## src/rtl/ps2_kbd_tx.sv

```systemverilog
// ps2_kbd_tx: device-side PS/2 keyboard transmitter.
// Accepts scancode bytes into a small FIFO and sends each one as an 11-bit
// PS/2 frame: start bit, 8 data bits LSB first, odd parity, stop bit.
// Every frame is followed by an idle gap.
// Optional macro PS2_TX_AUTOBREAK_EN: each byte B is sent as B, F0, B.
module ps2_kbd_tx #(
  parameter int unsigned HALF_PERIOD = 600,
  parameter int unsigned GAP         = 6000,
  parameter int unsigned FIFO_DEPTH  = 16
) (
  input  logic                          clk14,
  input  logic                          rst_n,
  input  logic [7:0]                    din,
  input  logic                          din_valid,
  output logic                          din_ready,
  output logic                          ps2_clk,
  output logic                          ps2_data,
  output logic                          busy,
  output logic [$clog2(FIFO_DEPTH):0]   fifo_count
);

  localparam int unsigned PW   = $clog2(FIFO_DEPTH);
  localparam int unsigned CMAX = (HALF_PERIOD > GAP) ? HALF_PERIOD : GAP;
  localparam int unsigned CW   = $clog2(CMAX);
  localparam logic [CW-1:0] HP_LOAD  = CW'(HALF_PERIOD - 1);
  localparam logic [CW-1:0] GAP_LOAD = CW'(GAP - 1);

  typedef enum logic [1:0] {
    ST_IDLE,
    ST_BIT_HI,
    ST_BIT_LO,
    ST_GAP
  } state_t;

  // Frame layout, transmitted from bit 0 upward.
  function automatic logic [10:0] make_frame(input logic [7:0] b);
    return {1'b1, ~^b, b, 1'b0};
  endfunction

  logic [7:0]    fifo_mem [FIFO_DEPTH];
  logic [PW-1:0] wr_ptr_q, wr_ptr_d;
  logic [PW-1:0] rd_ptr_q, rd_ptr_d;
  logic [PW:0]   count_q, count_d;
  logic          push, pop;

  state_t        state_q, state_d;
  logic [CW-1:0] cnt_q, cnt_d;
  logic [3:0]    bit_q, bit_d;
  logic [10:0]   shift_q, shift_d;
  logic          clk_q, clk_d;
  logic          data_q, data_d;
  logic          busy_q, busy_d;
`ifdef PS2_TX_AUTOBREAK_EN
  logic [1:0]    seq_q, seq_d;
  logic [7:0]    byte_q, byte_d;
`endif

  assign din_ready  = (count_q != (PW+1)'(FIFO_DEPTH));
  assign push       = din_valid & din_ready;
  assign fifo_count = count_q;
  assign ps2_clk    = clk_q;
  assign ps2_data   = data_q;
  assign busy       = busy_q;

  // FIFO storage; contents need no reset since count gates every read.
  always_ff @(posedge clk14) begin
    if (push) fifo_mem[wr_ptr_q] <= din;
  end

  // FIFO pointer and occupancy update; pointers wrap naturally (power of two).
  always_comb begin
    wr_ptr_d = push ? wr_ptr_q + PW'(1) : wr_ptr_q;
    rd_ptr_d = pop  ? rd_ptr_q + PW'(1) : rd_ptr_q;
    count_d  = count_q;
    if (push && !pop)      count_d = count_q + (PW+1)'(1);
    else if (pop && !push) count_d = count_q - (PW+1)'(1);
  end

  // Frame sequencer next-state; outputs are decoded from the current state
  // and registered, so they trail the state register by one cycle.
  always_comb begin
    state_d = state_q;
    cnt_d   = (cnt_q != '0) ? cnt_q - CW'(1) : cnt_q;
    bit_d   = bit_q;
    shift_d = shift_q;
    pop     = 1'b0;
`ifdef PS2_TX_AUTOBREAK_EN
    seq_d   = seq_q;
    byte_d  = byte_q;
`endif
    case (state_q)
      ST_IDLE: begin
        if (count_q != '0) begin
          pop     = 1'b1;
          shift_d = make_frame(fifo_mem[rd_ptr_q]);
          bit_d   = '0;
          cnt_d   = HP_LOAD;
          state_d = ST_BIT_HI;
`ifdef PS2_TX_AUTOBREAK_EN
          byte_d  = fifo_mem[rd_ptr_q];
          seq_d   = '0;
`endif
        end
      end
      ST_BIT_HI: begin
        if (cnt_q == '0) begin
          cnt_d   = HP_LOAD;
          state_d = ST_BIT_LO;
        end
      end
      ST_BIT_LO: begin
        if (cnt_q == '0) begin
          if (bit_q == 4'd10) begin
            cnt_d   = GAP_LOAD;
            state_d = ST_GAP;
          end else begin
            shift_d = {1'b1, shift_q[10:1]};
            bit_d   = bit_q + 4'd1;
            cnt_d   = HP_LOAD;
            state_d = ST_BIT_HI;
          end
        end
      end
      ST_GAP: begin
        if (cnt_q == '0) begin
`ifdef PS2_TX_AUTOBREAK_EN
          // Break sequence re-enters the bit states directly, skipping IDLE,
          // so the FIFO is not touched until all three frames are out.
          if (seq_q != 2'd2) begin
            seq_d   = seq_q + 2'd1;
            shift_d = make_frame((seq_q == 2'd0) ? 8'hF0 : byte_q);
            bit_d   = '0;
            cnt_d   = HP_LOAD;
            state_d = ST_BIT_HI;
          end else begin
            state_d = ST_IDLE;
          end
`else
          state_d = ST_IDLE;
`endif
        end
      end
      default: state_d = ST_IDLE;
    endcase
    clk_d  = (state_q != ST_BIT_LO);
    data_d = (state_q == ST_BIT_HI || state_q == ST_BIT_LO) ? shift_q[0] : 1'b1;
    busy_d = (state_q != ST_IDLE) || (count_q != '0);
  end

  // State, FIFO bookkeeping and output registers; reset forces lines high at once.
  always_ff @(posedge clk14 or negedge rst_n) begin
    if (!rst_n) begin
      wr_ptr_q <= '0;
      rd_ptr_q <= '0;
      count_q  <= '0;
      state_q  <= ST_IDLE;
      cnt_q    <= '0;
      bit_q    <= '0;
      shift_q  <= '1;
      clk_q    <= 1'b1;
      data_q   <= 1'b1;
      busy_q   <= 1'b0;
`ifdef PS2_TX_AUTOBREAK_EN
      seq_q    <= '0;
      byte_q   <= '0;
`endif
    end else begin
      wr_ptr_q <= wr_ptr_d;
      rd_ptr_q <= rd_ptr_d;
      count_q  <= count_d;
      state_q  <= state_d;
      cnt_q    <= cnt_d;
      bit_q    <= bit_d;
      shift_q  <= shift_d;
      clk_q    <= clk_d;
      data_q   <= data_d;
      busy_q   <= busy_d;
`ifdef PS2_TX_AUTOBREAK_EN
      seq_q    <= seq_d;
      byte_q   <= byte_d;
`endif
    end
  end

endmodule
```

## config.mk

```make
export PLATFORM = sky130hd
export DESIGN_NAME = ps2_kbd_tx
export DESIGN_NICKNAME = d
export VERILOG_FILES = /design/src/rtl/ps2_kbd_tx.sv
export SDC_FILE = /design/constraint.sdc
export NUM_CORES = 1
export LEC_CHECK = 0
export ABC_AREA = 0
export BUFFER_PORTS_ARGS = -buffer_cell sky130_fd_sc_hd__buf_2
export CAP_MARGIN = 20
export CORE_ASPECT_RATIO = 1.2
export CORE_MARGIN = 5
export CORE_UTILIZATION = 35
export DETAILED_ROUTE_END_ITERATION = 6
export PLACE_DENSITY = 0.56
export REMOVE_ABC_BUFFERS = 1
export SETUP_SLACK_MARGIN = 0.2
export SLEW_MARGIN = 20
export SYNTH_ARGS = -nofsm -noshare
export SYNTH_HDL_FRONTEND = slang
export SYNTH_SLANG_ARGS = --single-unit
```

## constraint.sdc

```tcl
create_clock -name clk14 -period 3.4 [get_ports clk14]
set_input_delay 0.17 -clock clk14 [delete_from_list [all_inputs] [get_ports clk14]]
set_output_delay 0.17 -clock clk14 [all_outputs]
set_load 0.02 [all_outputs]
```

==> metrics.yaml, run 1 <==
status: "finished, final reports clean"
clkSinkCount: 173
clock_skew_ns: 0.01860
ff2ff_setup_slack_ns: 0.60
numCtsBuffers: 17
syn_avg_cell_area_um2: 15.78
die_h_um: 170.3
cts_tree: "done"
dr.pass1.iters: 4
yosys_most_used_dff: "edfxtp_1"
leakage_nw: 3.073
place_inst: 751
die-width_um: 143.6
yosys_warnings: 0
drt_iter0_markers: 279
gp_congestion: 0.7900
yosys.area.top_type_share_pct: 51.28
crit_type: "reg -> reg"
initial_core_util_pct: 35.62
synth_compound_area_share_pct: 5.692
final_max_slew_viol_count: 0
clk_latency_ns: 0.43
grt.total_usage_pct: 12.72
crit_fanout: 6
synth-simple-area-share_pct: 6.960
ys_seq_elements: 173
setup_viol: 0
ant_nets: 0
final_nets: 532
grt_pass1_vias: 4217
end_kind: "flop"
endpoint: "fifo_count[4]"
crit_start: "fifo_count[0]"
cts_root_buffer: "clkbuf_16"
grt_pass1_wl_um: 23550
vias: 4016
async_flop_share_pct: 26.01
worstPathArrival_ns: 3.12
post-dp-hpwl_um: 9680
reg2reg_from: "fifo_count[0]"
peakVddDrop_mv: 0.3553
slew_headroom_pct: 42.11
required_ns: 3.72
syn_inst: 475
synthAdderAreaFrac_pct: 3.438
post_cts_resized: 0
diodes: 0
startpoint_type: "flop"
yosysSeqAreaShare_pct: 66.50
yosys-top-cells-area: "edfxtp_1, dfrtp_1, mux4_2, mux4_1, dfstp_2"
cts_buffer_depth: 2
htreeDepth: 4
synthMuxAreaShare_pct: 11.68
maxCapViolCount: 0
area_delta_synth_final_pct: 13.27
die-area_um2: 24460
yosysMostFrequentCell: "edfxtp_1"
routed_wirelength_um: 14820
routed_via_density: 5.122
clk_pin_slew_ns: 0.07
hold_violations: 0
rr_endpoint: "fifo_count[4]"
synth_edf_count: 128
total_power_w: 0.005261
placement_rows: 58
core_area_um2: 21050
synth_top_family_by_area: "multiplexers"
drt-wirelength-per-cell_um: 18.90
drive_gt1_share_pct: 18.68
power_density_nw_per_um2: 619.6
num_io_pins: 20
overflow: 0
min_path_type: "in -> reg"
yosys-top-cells-count: "edfxtp_1, nand2_1, dfrtp_1"
fillers: 1943
grt_max_degree: 46
drc: 0
fin_setup_tns_ns: 0
port_buffers: 19
period_share_pct: 82.26
synth.distinct_cells: 50
synth_area_um2: 7496
worst_r2r_path_depth: 10
rsz0062_at_grt: "false"
synth_xor_area_share_pct: 3.155
layout.cells.non_filler: 784
antenna_found_initial: 0
synth_top_cell_by_area: "edfxtp_1"
fin_crit_ns: 2.797
worstMarginPinSlew_ns: 0.8651
max_freq_ghz: 0.3576
[metrics by stage]
step | util [%] | hold slack, ns | setup WS [ns] | area (um2)
floorplan | - | -0.1256 | 0.3921 | 7352
global placement | 37.34 | 0.4001 | 0.7136 | 7859
detailed placement | 37.34 | 0.4222 | 0.6310 | 7859
CTS | 40.33 | 0.1224 | 0.6043 | 8488
global route | 40.34 | 0.1242 | 0.4531 | 8491
finish | 40.34 | 0.1417 | 0.6033 | 8491
[critical path, stage by stage, from the launching register on]
cell     delay [ns]
dfrtp_1        0.47
or4_1          0.58
o21ai_1        0.20
ha_1           0.21
inv_1          0.11
fa_1           0.42
a21o_1         0.17
a21oi_1        0.17
xnor2_1        0.14
nor2_1         0.07
xor2_1         0.15
[timing repair]
action,4_1_cts,5_1_grt
hold buffers,1,0
endpoints found under the setup margin,0,0
setup buffers,0,0
endpoints found under the hold margin,33,0
[cell type report]
| class | instances | area [um2] | share of cell area, % |
|---|---|---|---|
| Timing Repair Buffer | 28 | 180.2 | 2.122 |
| Multi-Input combinational cell | 268 | 2318 | 27.31 |
| Sequential cell | 173 | 4986 | 58.72 |
| Clock buffer | 17 | 425.4 | 5.010 |
| Clock inverter | 15 | 193.9 | 2.284 |
| Tap cell | 270 | 337.8 | 3.979 |
| Inverter | 13 | 48.80 | 0.5747 |
[report_power, final]
| part | switching, W | internal, W | leakage (nW) |
|---|---|---|---|
| Sequential | 0.000121 | 0.00248 | 1.68 |
| Clock | 0.000908 | 0.00113 | 0.302 |
| Combinational | 0.000382 | 0.000239 | 1.09 |
[logic make-up after synthesis]
| family | count (synthesis) |
|---|---|
| flops | 173 |
| simple gates | 109 |
| compound gates | 70 |
| mux | 42 |
| buf+inv | 34 |
| xor+xnor | 27 |
| fa+ha+maj | 20 |
[how the worst min path moves through the flow]
| stage | cells after the start | from | to | slack (ns) |
|---|---|---|---|---|
| after CTS | 1 | din[3] | fifo_mem[9][3] | 0.12 |
| after detailed placement | 1 | rst_n | fifo_count[2] | 0.42 |
| final | 1 | din[7] | fifo_mem[9][7] | 0.14 |
| after global placement | 1 | rst_n | fifo_count[2] | 0.40 |
| after floorplan | 0 | rst_n | bit_q[0] | -0.13 |
| after global routing | 1 | din[7] | fifo_mem[0][7] | 0.12 |
[placed cells by master (no fill, tap or decap), types with 17 or more instances in the layout]
| cell | count |
|---|---|
| edfxtp_1 | 128 |
| nand2_1 | 35 |
| dfrtp_1 | 32 |
| nor2_1 | 31 |
| o21ai_0 | 24 |
| xnor2_1 | 20 |
| ha_1 | 19 |
| mux4_2 | 18 |
| buf_2 | 18 |
| a22oi_1 | 17 |
| clkbuf_16 | 17 |
[registers in the layout (all words and copies together) (netlist names), 2 cells and up]
register	flops
wr_ptr_q	4
shift_q	10
fifo_count	5
state_q	2
bit_q	4
rd_ptr_q	4
fifo_mem	128
cnt_q	13
[metal layers]
metal / wire, um / GRT usage, % / up-vias
met4: 289 / 4.423 / 0
met5: 0 / 0 / -
met3: 649 / 3.401 / 15
met2: 7401 / 20.87 / 82
li1: - / - / 1856
met1: 6479 / 16.34 / 2063
(Power assumes the default switching activity.)
==> inputs of run 2 (changes only) <==
--- a/config.mk
+++ b/config.mk
@@ -5,14 +5,14 @@
 export SDC_FILE = /design/constraint.sdc
 export NUM_CORES = 1
 export LEC_CHECK = 0
-export ABC_AREA = 0
+export ABC_AREA = 1
 export BUFFER_PORTS_ARGS = -buffer_cell sky130_fd_sc_hd__buf_2
 export CAP_MARGIN = 20
 export CORE_ASPECT_RATIO = 1.2
 export CORE_MARGIN = 5
 export CORE_UTILIZATION = 35
 export DETAILED_ROUTE_END_ITERATION = 6
-export PLACE_DENSITY = 0.56
+export PLACE_DENSITY = 0.57
 export REMOVE_ABC_BUFFERS = 1
 export SETUP_SLACK_MARGIN = 0.2
 export SLEW_MARGIN = 20
==> constraint.sdc (replaced) <==
create_clock -name clk14 -period 2.5 [get_ports clk14]
set_input_delay 0.125 -clock clk14 [delete_from_list [all_inputs] [get_ports clk14]]
set_output_delay 0.125 -clock clk14 [all_outputs]
set_load 0.02 [all_outputs]
==> metrics.yaml, run 2 <==
status: "finished, final reports clean"
synth_top_cell_by_area: "edfxtp_1"
wl_met1_um: 7918
cts_buffer_depth: 2
final_max_slew_viol_count: 0
hold_violations: 0
worst_r2r_path_depth: 12
clk_latency_ns: 0.43
final_common_cell: "nand2_1"
post-route-util_pct: 41.21
clk_pin_slew_ns: 0.07
crit_top_cell: "nand2_1"
drc: 0
final_cell_mix: "nand2_1, edfxtp_1, inv_1, nand3_1, nor2_1"
route.met2.wl_um: 9496
synth_edf_count: 128
yosys-top-cells-area: "edfxtp_1, nand2_1, dfrtp_1, nand3_1, inv_1"
worstPathArrival_ns: 2.54
htreeDepth: 4
async_flop_share_pct: 26.01
final_nets: 933
synth.distinct_cells: 43
yosys-top-cells-count: "nand2_1, edfxtp_1, inv_1"
ant_nets: 0
synth_xor_area_share_pct: 1.606
vias: 5586
cts_root_buffer: "clkbuf_16"
grt_max_degree: 69
cp_slowest_cell: "dfrtp_1"
crit_cells: 12
die_h_um: 177.5
yosys.area.top_type_share_pct: 46.99
design_area_um2: 9530
fin_crit_ns: 2.223
diodes: 0
cp_num_buf_inv: 1
place_inst: 1192
period_share_pct: 88.93
drive_gt1_share_pct: 15.41
grt_pass1_wl_um: 29270
synth-simple-area-share_pct: 22.29
placement_rows: 61
synthAdderAreaFrac_pct: 3.151
top_register: "fifo_mem"
crit_fanout: 4
slew_headroom_pct: 60.40
syn_inst: 848
die-area_um2: 26540
placed_cell_area_um2: 8810
reg.largest.list: "fifo_mem (128), cnt_q (13), shift_q (10)"
grt.total_usage_pct: 14.28
clock_skew_ns: 0.01389
path_cells: "nor4_4, nand2_1, nand2_2, ha_4, inv_4, fa_2, a21o_1, a21oi_2, nand2_1, nand2_1, nor2_1, xor2_1"
peakVddDrop_mv: 0.4363
area_delta_synth_final_pct: 16.52
synthMuxAreaShare_pct: 0
clkSinkCount: 173
ys_seq_elements: 173
gp_congestion: 0.8043
die-width_um: 149.6
drt_iter0_markers: 375
yosysSeqAreaShare_pct: 60.95
num_io_pins: 20
rsz0062_at_grt: "true"
met3_wirelength_um: 473
leakage_nw: 4.209
fin_setup_tns_ns: 0
min_path_type: "in -> reg"
yosysMostFrequentCell: "nand2_1"
synth_compound_area_share_pct: 4.100
layout.cells.non_filler: 1230
yosys_warnings: 0
routed_wirelength_um: 18200
syn_avg_cell_area_um2: 9.645
core_area_um2: 23130
routed_via_density: 4.541
max_freq_ghz: 0.4498
path_delay_family: "simple AND/OR/NAND/NOR gates"
startpoint_type: "flop"
fin_ws_ns: 0.2768
place_ws_ns: -0.003620
slowest_delay_ns: 0.41
initial_core_util_pct: 35.37
antenna_found_initial: 0
maxCapViolCount: 0
crit_type: "reg -> reg"
overflow: 0
post-dp-hpwl_um: 12010
drt-wirelength-per-cell_um: 14.79
required_ns: 2.81
end_kind: "flop"
power_density_nw_per_um2: 755.0
port_buffers: 19
grt_pass1_vias: 5541
numCtsBuffers: 17
yosys_most_used_dff: "edfxtp_1"
largest_reg_flops: 128
worstMarginPinSlew_ns: 0.5940
min_path_cells: 1
cts_tree: "done"
synth_top_family_by_area: "simple AND/OR/NAND/NOR gates"
setup_viol: 0
synth_area_um2: 8179
top_layer_used: "met4"
dr.pass1.iters: 5
run 2: changes by cell type after synthesis, sizes merged, moves of 8 or more:
cell	before	now
a22oi	17	0
buf	9	25
inv	13	116
mux2i	8	0
mux4	32	0
nand2	35	275
nand3	4	88
nor2	31	53
nor3	12	4
xnor2	20	3
run 2: final timing paths:
kind	startpoint	endpoint	slack (ns)
worst max-delay path	fifo_count[0]	fifo_count[4]	0.28
worst min-delay path	din[0]	fifo_mem[2][0]	0.08
worst max register to register	fifo_count[0]	fifo_count[4]	0.28
worst min register to register	shift_q[4]	shift_q[4]	0.47
max in group asynchronous	rst_n	fifo_count[2]	1.60
min in group asynchronous	rst_n	cnt_q[8]	0.24
run 2: metal layers:
| metal | up-vias | track usage (%) |
|---|---|---|
| li1 | 2856 | - |
| met2 | 89 | 25.81 |
| met3 | 19 | 2.529 |
| met1 | 2622 | 17.48 |
| met4 | 0 | 3.892 |
| met5 | - | 0 |
run 2: logic make-up (layout without fill, tap and decap cells):
logic type,after synthesis,in the layout
compound gates,57,57
flops,173,173
simple gates,433,433
fa+ha+maj,20,20
xor+xnor,15,15
buf+inv,150,217
run 2: power breakdown:
| part | total [W] | internal [W] | leakage (nW) | switching (W) |
|---|---|---|---|---|
| Sequential | 0.00350 | 0.00337 | 1.68 | 0.000123 |
| Combinational | 0.00106 | 0.000405 | 2.24 | 0.000655 |
| Clock | 0.00264 | 0.00135 | 0.284 | 0.00129 |
run 2: what timing repair did:
action	CTS	global route
endpoints found under the hold margin	13	0
hold buffers	1	0
gates resized for setup	9	13
setup endpoints to repair	2	5
buffers inserted	5	0
pin swaps	4	3
run 2: layout make-up:
class	instances	area, um2
tap	315	394.1
clock inverter	15	166.4
multi-input combinational	525	2608
clock buffer	17	425.4
timing repair buffer	64	486.7
sequential	173	4989
inverter	121	461.7
fill	2258	13600
run 2: through the flow:
step	hold slack [ns]	total power, W
after floorplan	-0.1706	0.004117
after global placement	0.1727	0.004522
after detailed placement	0.1717	0.004539
after CTS	0.07556	0.007233
after global routing	0.08358	0.007525
final	0.08480	0.007195
==> inputs of run 3 (changes only) <==
--- a/config.mk
+++ b/config.mk
@@ -11,6 +11,7 @@
 export CORE_ASPECT_RATIO = 1.2
 export CORE_MARGIN = 5
 export CORE_UTILIZATION = 35
+export CTS_BUF_LIST = sky130_fd_sc_hd__clkbuf_4 sky130_fd_sc_hd__clkbuf_8
 export DETAILED_ROUTE_END_ITERATION = 6
 export PLACE_DENSITY = 0.57
 export REMOVE_ABC_BUFFERS = 1
==> metrics.yaml, run 3 (synthesized netlist as in run 2, its figures left out) <==
crit_top_cell: "nand2_1"
worst_r2r_path_depth: 12
final_max_slew_viol_count: 0
end_kind: "flop"
grt_max_degree: 69
antenna_found_initial: 0
drc: 0
clkSinkCount: 173
routed_via_density: 4.504
place_ws_ns: -0.003620
fillers: 2288
total_power_w: 0.006471
maxCapViolCount: 0
ff2ff_setup_slack_ns: 0.31
period_share_pct: 87.51
grt_pass1_vias: 5526
final_common_cell: "nand2_1"
htreeDepth: 4
layout.cells.non_filler: 1226
final_nets: 929
largest_reg_flops: 128
drive_gt1_share_pct: 14.93
cts_buffer_depth: 2
worstMarginPinSlew_ns: 0.6082
post-dp-hpwl_um: 12010
leakage_nw: 4.098
core_area_um2: 23130
min_path_type: "in -> reg"
reg2reg_from: "fifo_count[3]"
clk_latency_ns: 0.45
die-area_um2: 26540
min_from: "din[0]"
area_delta_synth_final_pct: 13.61
max_freq_ghz: 0.4571
grt_pass1_wl_um: 29140
fin_crit_ns: 2.188
die_h_um: 177.5
setup_viol: 0
drt-wirelength-per-cell_um: 14.69
drt_iter0_markers: 420
num_io_pins: 20
cp_slowest_cell: "dfrtp_1"
worstPathArrival_ns: 2.53
clock_skew_ns: 0.01841
required_ns: 2.84
slowest_delay_ns: 0.42
clk_pin_slew_ns: 0.10
ant_nets: 0
hold_violations: 0
crit_fanout: 4
port_buffers: 19
initial_core_util_pct: 35.37
path_cells: "nor4_4, nand2_1, nand2_2, ha_4, inv_4, fa_2, a21o_1, a21oi_2, nand2_1, nand2_1, nor2_1, xor2_1"
startpoint_type: "flop"
routed_wirelength_um: 18020
overflow: 0
cts_root_buffer: "clkbuf_8"
vias: 5522
gp_congestion: 0.8043
top_register: "fifo_mem"
place_inst: 1192
rr_endpoint: "fifo_count[4]"
fin_ws_ns: 0.3122
post-route-util_pct: 40.18
reg.largest.list: "fifo_mem (128), cnt_q (13), shift_q (10)"
crit_type: "reg -> reg"
whs_endpoint: "fifo_mem[1][0]"
dr.pass1.iters: 4
final_cell_mix: "nand2_1, edfxtp_1, inv_1, nand3_1, nor2_1"
crit_start: "fifo_count[3]"
grt.total_usage_pct: 14.18
numCtsBuffers: 17
slew_headroom_pct: 59.45
peakVddDrop_mv: 0.3677
placement_rows: 61
min_path_cells: 1
status: "finished, final reports clean"
cts_tree: "done"
die-width_um: 149.6
rsz0062_at_grt: "true"
diodes: 0
power_density_nw_per_um2: 696.3
==> run 3: changes by cell type in the layout (fill, tap and decap cells not counted), sizes merged <==
cell	before	now
buf	63	59
==> run 3: stage by stage <==
step | hold slack [ns] | setup TNS, ns | cell area (um2)
5_1_grt | 0.03398 | 0 | 9293
3_5_place_dp | 0.1717 | -0.003620 | 8810
6_report | 0.05914 | 0 | 9293
2_1_floorplan | -0.1706 | -1.799 | 7989
3_3_place_gp | 0.1727 | 0 | 8810
4_1_cts | 0.03311 | 0 | 9268
==> run 3: timing repair <==
action,4_1_cts,5_1_grt
setup buffers,1,0
hold buffers,1,0
gates resized for setup,9,7
endpoints found under the setup margin,2,4
pin swaps,4,1
endpoints found under the hold margin,13,0
==> run 3: worst max-delay path: cells and delay by family (launching register included) <==
kind	cells	cell delay [ns]
AND/OR/NAND/NOR	6	0.67
adder cells (fa/ha/maj)	2	0.49
flip-flops	1	0.42
AO/OA/AOI/OAI	2	0.31
XOR/XNOR	1	0.13
buffers and inverters	1	0.05
==> run 3: report_power, final <==
group          internal (W)  switching (W)
Sequential          0.00337       0.000122
Clock              0.000761        0.00119
Combinational      0.000383       0.000646
==> run 3: area by class of cell <==
cell class,instances,area [um2],area share (%)
sequential,173,4989,53.68
multi-input combinational,525,2605,28.03
inverter,121,461.7,4.968
timing repair buffer,60,442.9,4.766
tap,315,394.1,4.241
clock buffer,17,234.0,2.518
clock inverter,15,166.4,1.791
==> run 3: routing by layer <==
layer	global-route usage, %	up-vias	wire length, um
met5	0	-	0
met1	17.67	2596	7895
met2	25.62	78	9483
met3	2.324	8	455
li1	-	2840	-
met4	3.434	0	182
==> run 3: worst max-delay path by stage <==
| stage | end | slack (ns) |
|---|---|---|
| global route | fifo_count[4] | 0.19 |
| floorplan | shift_q[9] | -0.36 |
| detailed placement | fifo_count[4] | -0.004 |
| CTS | fifo_count[4] | 0.25 |
| global placement | fifo_count[4] | 0.01 |
| finish | fifo_count[4] | 0.31 |
